## src/rtl/uart_tx_pkg.sv

```systemverilog
// Shared UART transmit definitions: parity codes and the one-hot frame FSM states.
package uart_tx_pkg;

  localparam int unsigned UART_CHECK_NONE = 0;
  localparam int unsigned UART_CHECK_ODD  = 1;
  localparam int unsigned UART_CHECK_EVEN = 2;

  typedef enum logic [4:0] {
    ST_IDLE   = 5'b00001,
    ST_START  = 5'b00010,
    ST_DATA   = 5'b00100,
    ST_PARITY = 5'b01000,
    ST_STOP   = 5'b10000
  } tx_state_e;

endpackage

```

## src/rtl/uart_tx.sv

```systemverilog
// UART transmitter: start bit, LSB-first data, optional parity, stop bits; one line bit per clock.
// All outputs are registered and computed from the next-state values.
module uart_tx
  import uart_tx_pkg::*;
#(
  parameter int unsigned P_UART_DATA_WIDTH = 8,
  parameter int unsigned P_UART_CHECK_ON   = 1,
  parameter int unsigned P_UART_STOP_WIDTH = 1
) (
  input  logic                         i_clk,
  input  logic                         i_rst,
  input  logic [P_UART_DATA_WIDTH-1:0] i_user_tx_data,
  input  logic                         i_user_tx_valid,
  output logic                         o_user_tx_ready,
  output logic                         o_uart_tx,
  output logic                         o_uart_tx_busy
);

  localparam int unsigned W          = P_UART_DATA_WIDTH;
  localparam int unsigned CNT_W      = $clog2(W + 1);
  localparam logic [CNT_W-1:0] LAST_BIT  = CNT_W'(W - 1);
  localparam logic [1:0]       LAST_STOP = 2'(P_UART_STOP_WIDTH - 1);
  localparam bit HAS_PARITY = (P_UART_CHECK_ON != UART_CHECK_NONE);
  localparam bit EVEN_PAR   = (P_UART_CHECK_ON == UART_CHECK_EVEN);

  function automatic logic parity_bit(input logic [W-1:0] d);
    return EVEN_PAR ? (^d) : (~^d);
  endfunction

  tx_state_e        state_q, state_d;
  logic [W-1:0]     shift_q, shift_d;
  logic [CNT_W-1:0] bit_cnt_q, bit_cnt_d;
  logic [1:0]       stop_cnt_q, stop_cnt_d;
  logic             par_q, par_d;
  logic             tx_q, tx_d;
  logic             ready_q, ready_d;
  logic             busy_q, busy_d;
  logic             fire_c;

  // State and output registers
  always_ff @(posedge i_clk) begin
    if (!i_rst) begin
      state_q    <= ST_IDLE;
      shift_q    <= '0;
      bit_cnt_q  <= '0;
      stop_cnt_q <= '0;
      par_q      <= 1'b0;
      tx_q       <= 1'b1;
      ready_q    <= 1'b0;
      busy_q     <= 1'b0;
    end else begin
      state_q    <= state_d;
      shift_q    <= shift_d;
      bit_cnt_q  <= bit_cnt_d;
      stop_cnt_q <= stop_cnt_d;
      par_q      <= par_d;
      tx_q       <= tx_d;
      ready_q    <= ready_d;
      busy_q     <= busy_d;
    end
  end

  // Next-state logic; line/ready/busy are derived from the state being entered
  always_comb begin
    state_d    = state_q;
    shift_d    = shift_q;
    bit_cnt_d  = bit_cnt_q;
    stop_cnt_d = stop_cnt_q;
    par_d      = par_q;
    tx_d       = 1'b1;
    fire_c     = i_user_tx_valid && ready_q;

    unique case (state_q)
      ST_IDLE: begin
        if (fire_c) begin
          state_d = ST_START;
          shift_d = i_user_tx_data;
          par_d   = parity_bit(i_user_tx_data);
        end
      end
      ST_START: begin
        state_d   = ST_DATA;
        bit_cnt_d = '0;
      end
      ST_DATA: begin
        shift_d = shift_q >> 1;
        if (bit_cnt_q == LAST_BIT) begin
          bit_cnt_d  = '0;
          stop_cnt_d = '0;
          state_d    = HAS_PARITY ? ST_PARITY : ST_STOP;
        end else begin
          bit_cnt_d = bit_cnt_q + CNT_W'(1);
        end
      end
      ST_PARITY: begin
        state_d    = ST_STOP;
        stop_cnt_d = '0;
      end
      ST_STOP: begin
        if (stop_cnt_q == LAST_STOP) begin
          stop_cnt_d = '0;
          if (fire_c) begin
            state_d = ST_START;
            shift_d = i_user_tx_data;
            par_d   = parity_bit(i_user_tx_data);
          end else begin
            state_d = ST_IDLE;
          end
        end else begin
          stop_cnt_d = stop_cnt_q + 2'd1;
        end
      end
      default: state_d = ST_IDLE;
    endcase

    // shift_d[0] is the bit for the data slot being entered (unshifted on START->DATA)
    unique case (state_d)
      ST_START:  tx_d = 1'b0;
      ST_DATA:   tx_d = shift_d[0];
      ST_PARITY: tx_d = par_q;
      default:   tx_d = 1'b1;
    endcase

    ready_d = (state_d == ST_IDLE) || ((state_d == ST_STOP) && (stop_cnt_d == LAST_STOP));
    busy_d  = (state_d != ST_IDLE);
  end

  assign o_uart_tx       = tx_q;
  assign o_user_tx_ready = ready_q;
  assign o_uart_tx_busy  = busy_q;

endmodule
```

## config.mk

```make
export PLATFORM = sky130hd
export DESIGN_NAME = uart_tx
export DESIGN_NICKNAME = d
export VERILOG_FILES = /design/src/rtl/uart_tx_pkg.sv /design/src/rtl/uart_tx.sv
export SDC_FILE = /design/constraint.sdc
export NUM_CORES = 1
export LEC_CHECK = 0
export ABC_AREA = 1
export BUFFER_PORTS_ARGS = -buffer_cell sky130_fd_sc_hd__buf_2
export CAP_MARGIN = 0
export CORE_ASPECT_RATIO = 0.6
export CORE_MARGIN = 8
export CORE_UTILIZATION = 50
export CTS_CLUSTER_DIAMETER = 100
export DETAILED_ROUTE_END_ITERATION = 16
export GPL_TIMING_DRIVEN = 0
export PLACE_DENSITY = 0.79
export SETUP_SLACK_MARGIN = 0.4
export SYNTH_ARGS = -nofsm -noshare
export SYNTH_HDL_FRONTEND = slang
export SYNTH_SLANG_ARGS = --single-unit
export TNS_END_PERCENT = 5
```

## constraint.sdc

```tcl
create_clock -name i_clk -period 2.5 [get_ports i_clk]
set_clock_uncertainty 0.05 [all_clocks]
set_input_delay 0.625 -clock i_clk [delete_from_list [all_inputs] [get_ports i_clk]]
set_output_delay 0.625 -clock i_clk [all_outputs]
set_load 0.03 [all_outputs]
```

==> impl_metrics.toml, run 1 <==
[status]
status = "finished clean"

[layout]
final_cell_mix = "33 x nand2_1, 23 x dfxtp_1, 21 x a21oi_1"
final_cell_area_um2 = 1480
layout_commonest_cell = "nand2_1"
area_delta_synth_final_pct = 11.6
final-seq-area_um2 = 460
nets = 213
utilization = 0.590
multi_input_area_um2 = 761
drive_above_1_share = 0.217
nFillCells = 231
antennaDiodeCount = 0

[cts]
cts_setup_buffers = 0
postCtsHoldBufs = 0
cts_made_buffers = 3
cts_resized = 0
insertion_delay_ps = 270
htreeDepth = 1
cts-root-buf = "clkbuf_8"
clock-sinks = 23
clockBufferDepth = 2
clk_pin_slew_ps = 90
cts_tree = "built"

[timing]
worst_slew_pin_slew_ps = 474
rsz0062_at_grt = "false"
fin_crit_sh = 0.628
period_minus_slack_ps = 1570
slew_headroom = 0.684
setup_viol = 0
fmax_mhz = 637
hold_viol = 0
fin_setup_tns_ps = 0
drv_slew = 0

[place]
hpwl_um = 2240
dpl-instance-area_um2 = 1430
port-buffer-count = 13
routabilityCongestion = 0.858

[worst_setup_path]
reg2reg_slack_ps = 930
cp.required_ps = 2660
crit_path_start_kind = "register"
crit_path_max_fanout = 5
arrival_ps = 1730
worstSetupPathType = "reg2reg"
end_kind = "register"

[pwr]
p_leak_nw = 0.643
ir_drop_mv = 0.427
powerDensity_nw_per_um2 = 605
total_power_mw = 0.895

[global_routing]
grt_use_total = 0.136
antenna_found_initial = 0
grt_pass1_vias = 1140
grt_max_degree = 15
grt_pass1_wl_um = 5050
grt_overflow = 0

[worst_hold_path]
hold_path_class = "reg2reg"

[floorplanning]
rows = 14
die_w_um = 82.5
core_area_um2 = 2500
die_h_um = 55.9
die-area_um2 = 4610
ios = 14
start_util = 0.529

[flow_run]
cap_violations = 0

[drt]
drt-vias-per-instance = 5.30
wl_per_cell_um = 12.8
dr.pass1.iters = 5
drc = 0
wl_um = 2950
drt_iter0_drc = 74
vias = 1218
ant_nets = 0

[logic_synthesis]
syn_avg_cell_area_um2 = 7.32
yosys_warnings = 0
async_reset_ff_frac = 0
synth_top_cell_area_share = 0.347
seq_area_frac_synth = 0.347
synth_area_leader_cell = "dfxtp_1"
synth_edf_count = 0
synth_cells = 181
synth_area_leaders = "dfxtp_1 35%, nand2_1 9.3%, a21oi_1 7.9%"
ys_types = 33
ys.flop_type = "dfxtp_1"
netlist_area_um2 = 1330
synth_fp_nets = 195
synth_seq_cells = 23
==> stage by stage <==
step / worst slack, ps / hold WS, ps / cells
after global routing: 633 / 463 / 230
after floorplan: 1050 / 406 / 181
after global placement: 828 / 421 / 226
final: 929 / 448 / 230
after detailed placement: 810 / 434 / 226
after CTS: 924 / 449 / 230
==> sequential cells by signal, summed over array words and instances, names as in the netlist <==
| name | cells |
|---|---|
| o_uart_tx_busy | 1 |
| par_q | 1 |
| o_user_tx_ready | 1 |
| state_q | 5 |
| stop_cnt_q | 2 |
| bit_cnt_q | 4 |
| shift_q | 8 |
| o_uart_tx | 1 |
==> layer usage <==
layer / share of wire / up-vias / track usage
li1: - / 624 / -
met3: 0.067 / 4 / 0.0452
met5: 0 / - / 0
met2: 0.44 / 45 / 0.201
met1: 0.49 / 545 / 0.189
met4: 0.0027 / 0 / 0.0124
==> power by group <==
group / total (mW) / switching [mW] / internal, mW / leakage [nW]
Sequential: 0.421 / 0.0211 / 0.400 / 0.188
Combinational: 0.233 / 0.142 / 0.0914 / 0.434
Clock: 0.240 / 0.127 / 0.113 / 0.0217
Total: 0.895 / 0.290 / 0.605 / 0.643
==> synthesized netlist by cell type (3+ instances only) <==
library cell	n
nand2_4	3
or2_2	4
dfxtp_1	23
nand4_1	4
inv_1	16
ha_1	3
o21ai_1	6
xnor2_1	5
a21oi_1	21
nand2_1	33
inv_2	4
nand3_1	8
o211ai_1	5
nor2_1	20
==> cell families after synthesis <==
family	Yosys count	synth area share
flops	23	0.347
buf+inv	25	0.0784
xor+xnor	7	0.0463
simple gates	84	0.332
fa+ha+maj	3	0.0283
compound gates	39	0.167
==> layout make-up <==
cell class / count / area share
Sequential cell: 23 / 0.311
Multi-Input combinational cell: 133 / 0.514
Tap cell: 32 / 0.0271
Buffer: 4 / 0.0161
Clock inverter: 1 / 0.00508
Inverter: 21 / 0.0541
Clock buffer: 3 / 0.0279
Timing Repair Buffer: 13 / 0.0440
==> critical path, cell delays in order, from the launching register on <==
cell and delay, ps:
dfxtp_1 390, ha_1 220, nand3_1 230, nand2_1 130, nor2_1 60, nor2_1 140
nand2_1 70, nor2_1 90, nor2_1 50, nor2_1 70
==> path summary, 6_finish.rpt <==
| check | start | endpoint | cells after the start |
|---|---|---|---|
| hold reg to reg | shift_q[3] | shift_q[3] | 2 |
| setup reg to reg | bit_cnt_q[0] | o_user_tx_ready | 9 |
| setup / recovery | bit_cnt_q[0] | o_user_tx_ready | 9 |
| hold / removal | shift_q[3] | shift_q[3] | 2 |
Note: power is estimated with default switching activity, not from simulation.
==> run 2, diff against run 1 <==
--- a/config.mk
+++ b/config.mk
@@ -14,7 +14,7 @@
 export CTS_CLUSTER_DIAMETER = 100
 export DETAILED_ROUTE_END_ITERATION = 16
 export GPL_TIMING_DRIVEN = 0
-export PLACE_DENSITY = 0.79
+export PLACE_DENSITY = 0.81
 export SETUP_SLACK_MARGIN = 0.4
 export SYNTH_ARGS = -nofsm -noshare
 export SYNTH_HDL_FRONTEND = slang
==> constraint.sdc (replaced) <==
create_clock -name i_clk -period 1.3 [get_ports i_clk]
set_clock_uncertainty 0.05 [all_clocks]
set_input_delay 0.325 -clock i_clk [delete_from_list [all_inputs] [get_ports i_clk]]
set_output_delay 0.325 -clock i_clk [all_outputs]
set_load 0.03 [all_outputs]
==> run 2 against run 1 <==
Compared with the run above: the flow now finishes with violations (setup timing); cell count rose by 2.6%; design area rose by 14%; highest routed layer unchanged; power rose by 100%; die area did not move.
==> impl_metrics.toml, run 2 (synthesis results as in run 1) <==
[pwr]
total_power_mw = 1.79
powerDensity_nw_per_um2 = 1060
p_leak_nw = 0.693
ir_drop_mv = 0.698

[timing]
hold_viol = 0
rsz0062_at_grt = "true"
setup_viol = 15
drv_slew = 0
period_minus_slack_ps = 1450
slew_headroom = 0.680
fmax_mhz = 689
hold-worst-slack_ps = 276
fin_crit_sh = 1.12
worst_slew_pin_slew_ps = 479
worst_slack_ps = -151

[cts]
postCtsHoldBufs = 0
clk_pin_slew_ps = 80
cts_made_buffers = 3
cts_tree = "built"
insertion_delay_ps = 270
htreeDepth = 1
clockBufferDepth = 2
clock-sinks = 23
cts-root-buf = "clkbuf_8"

[global_routing]
grt_use_total = 0.155
grt_pass1_wl_um = 5680
antenna_found_initial = 0
grt_pass1_vias = 1218
grt_overflow = 0
grt_max_degree = 15

[drt]
drc = 0
drt-vias-per-instance = 5.57
wl_um = 3400
dr.pass1.iters = 4
drt_iter0_drc = 95
vias = 1315
wl_per_cell_um = 14.4
ant_nets = 0

[place]
port-buffer-count = 13
routabilityCongestion = 0.848
dpl-instance-area_um2 = 1450
hpwl_um = 2360
placed_cells = 226
preCtsSetupSlack_ps = -155

[layout]
final_cells = 236
drive_above_1_share = 0.397
reg.largest.list = "shift_q: 8 flops, state_q: 5 flops, bit_cnt_q: 4 flops"
largest_reg_flops = 8
final_cell_mix = "30 x nand2_1, 18 x a21oi_1, 14 x nor2_1, 14 x dfxtp_1, 13 x inv_1"
layout_commonest_cell = "nand2_1"
area_delta_synth_final_pct = 27.3
regMostFlops = "shift_q"
nets = 219
final_cell_area_um2 = 1690
antennaDiodeCount = 0

[worst_setup_path]
crit_path_max_fanout = 6
crit_path_start_kind = "register"
end_kind = "register"
reg2reg_depth = 6
arrival_ps = 1560
cp.required_ps = 1410
worstSetupPathType = "reg2reg"

[floorplanning]
die_w_um = 82.5
ios = 14
start_util = 0.529
core_area_um2 = 2500
die-area_um2 = 4610
die_h_um = 55.9
rows = 14

[status]
status = "complete, but fails checks"
violations = "setup timing"

[flow_run]
cap_violations = 0

[worst_hold_path]
holdPathStages = 3
hold_path_class = "in2reg"
-- run 2: routing by layer --
layer,global-route usage,part of all wire
met1,0.208,0.45
met2,0.241,0.47
met3,0.0435,0.071
met4,0.0199,0.0041
met5,0,0
-- run 2: per-stage QoR --
step           setup TNS, ps   util
6_report               -1230  0.673
5_1_grt                -2660  0.673
4_1_cts                 -656  0.656
3_5_place_dp           -1180  0.579
3_3_place_gp            -504  0.579
2_1_floorplan              0      -
-- run 2: critical path, stage by stage, from the launching register on --
cell and delay, ps:
dfxtp_2 350, nor2_4 170, nand3_4 140, nor2_4 260
nor2_4 80, o31ai_2 220, nor2_1 80
-- run 2: power by group --
group          switching, mW  internal [mW]  total [mW]  leakage (nW)
Combinational          0.310          0.207       0.518         0.480
Clock                  0.240          0.217       0.457        0.0217
Sequential            0.0465          0.769       0.815         0.192
Total                  0.597           1.19        1.79         0.693
-- run 2: repair_timing --
item | 4_1_cts | 5_1_grt
gates resized for setup | 36 | 6
pin swaps | 13 | 5
cloned | 2 | 0
setup buffers | 1 | 3
endpoints found under the setup margin | 26 | 26
endpoints found under the hold margin | 0 | 0
-- run 2: cell type report --
class	count	area [um^2]
inverters	21	85.1
plain buffers	4	25.0
multi-input cells	134	886
fillers	199	818
flip-flops and latches	23	477
clock buffers	3	41.3
clock inverters	1	7.51
repair buffers	18	125
well taps	32	40.0
-- run 2: final timing paths --
check	to	slack [ps]	start
setup reg to reg	shift_q[7]	-150	state_q[0]
hold reg to reg	bit_cnt_q[0]	430	bit_cnt_q[0]
setup / recovery	shift_q[7]	-150	state_q[0]
hold / removal	state_q[3]	280	i_rst
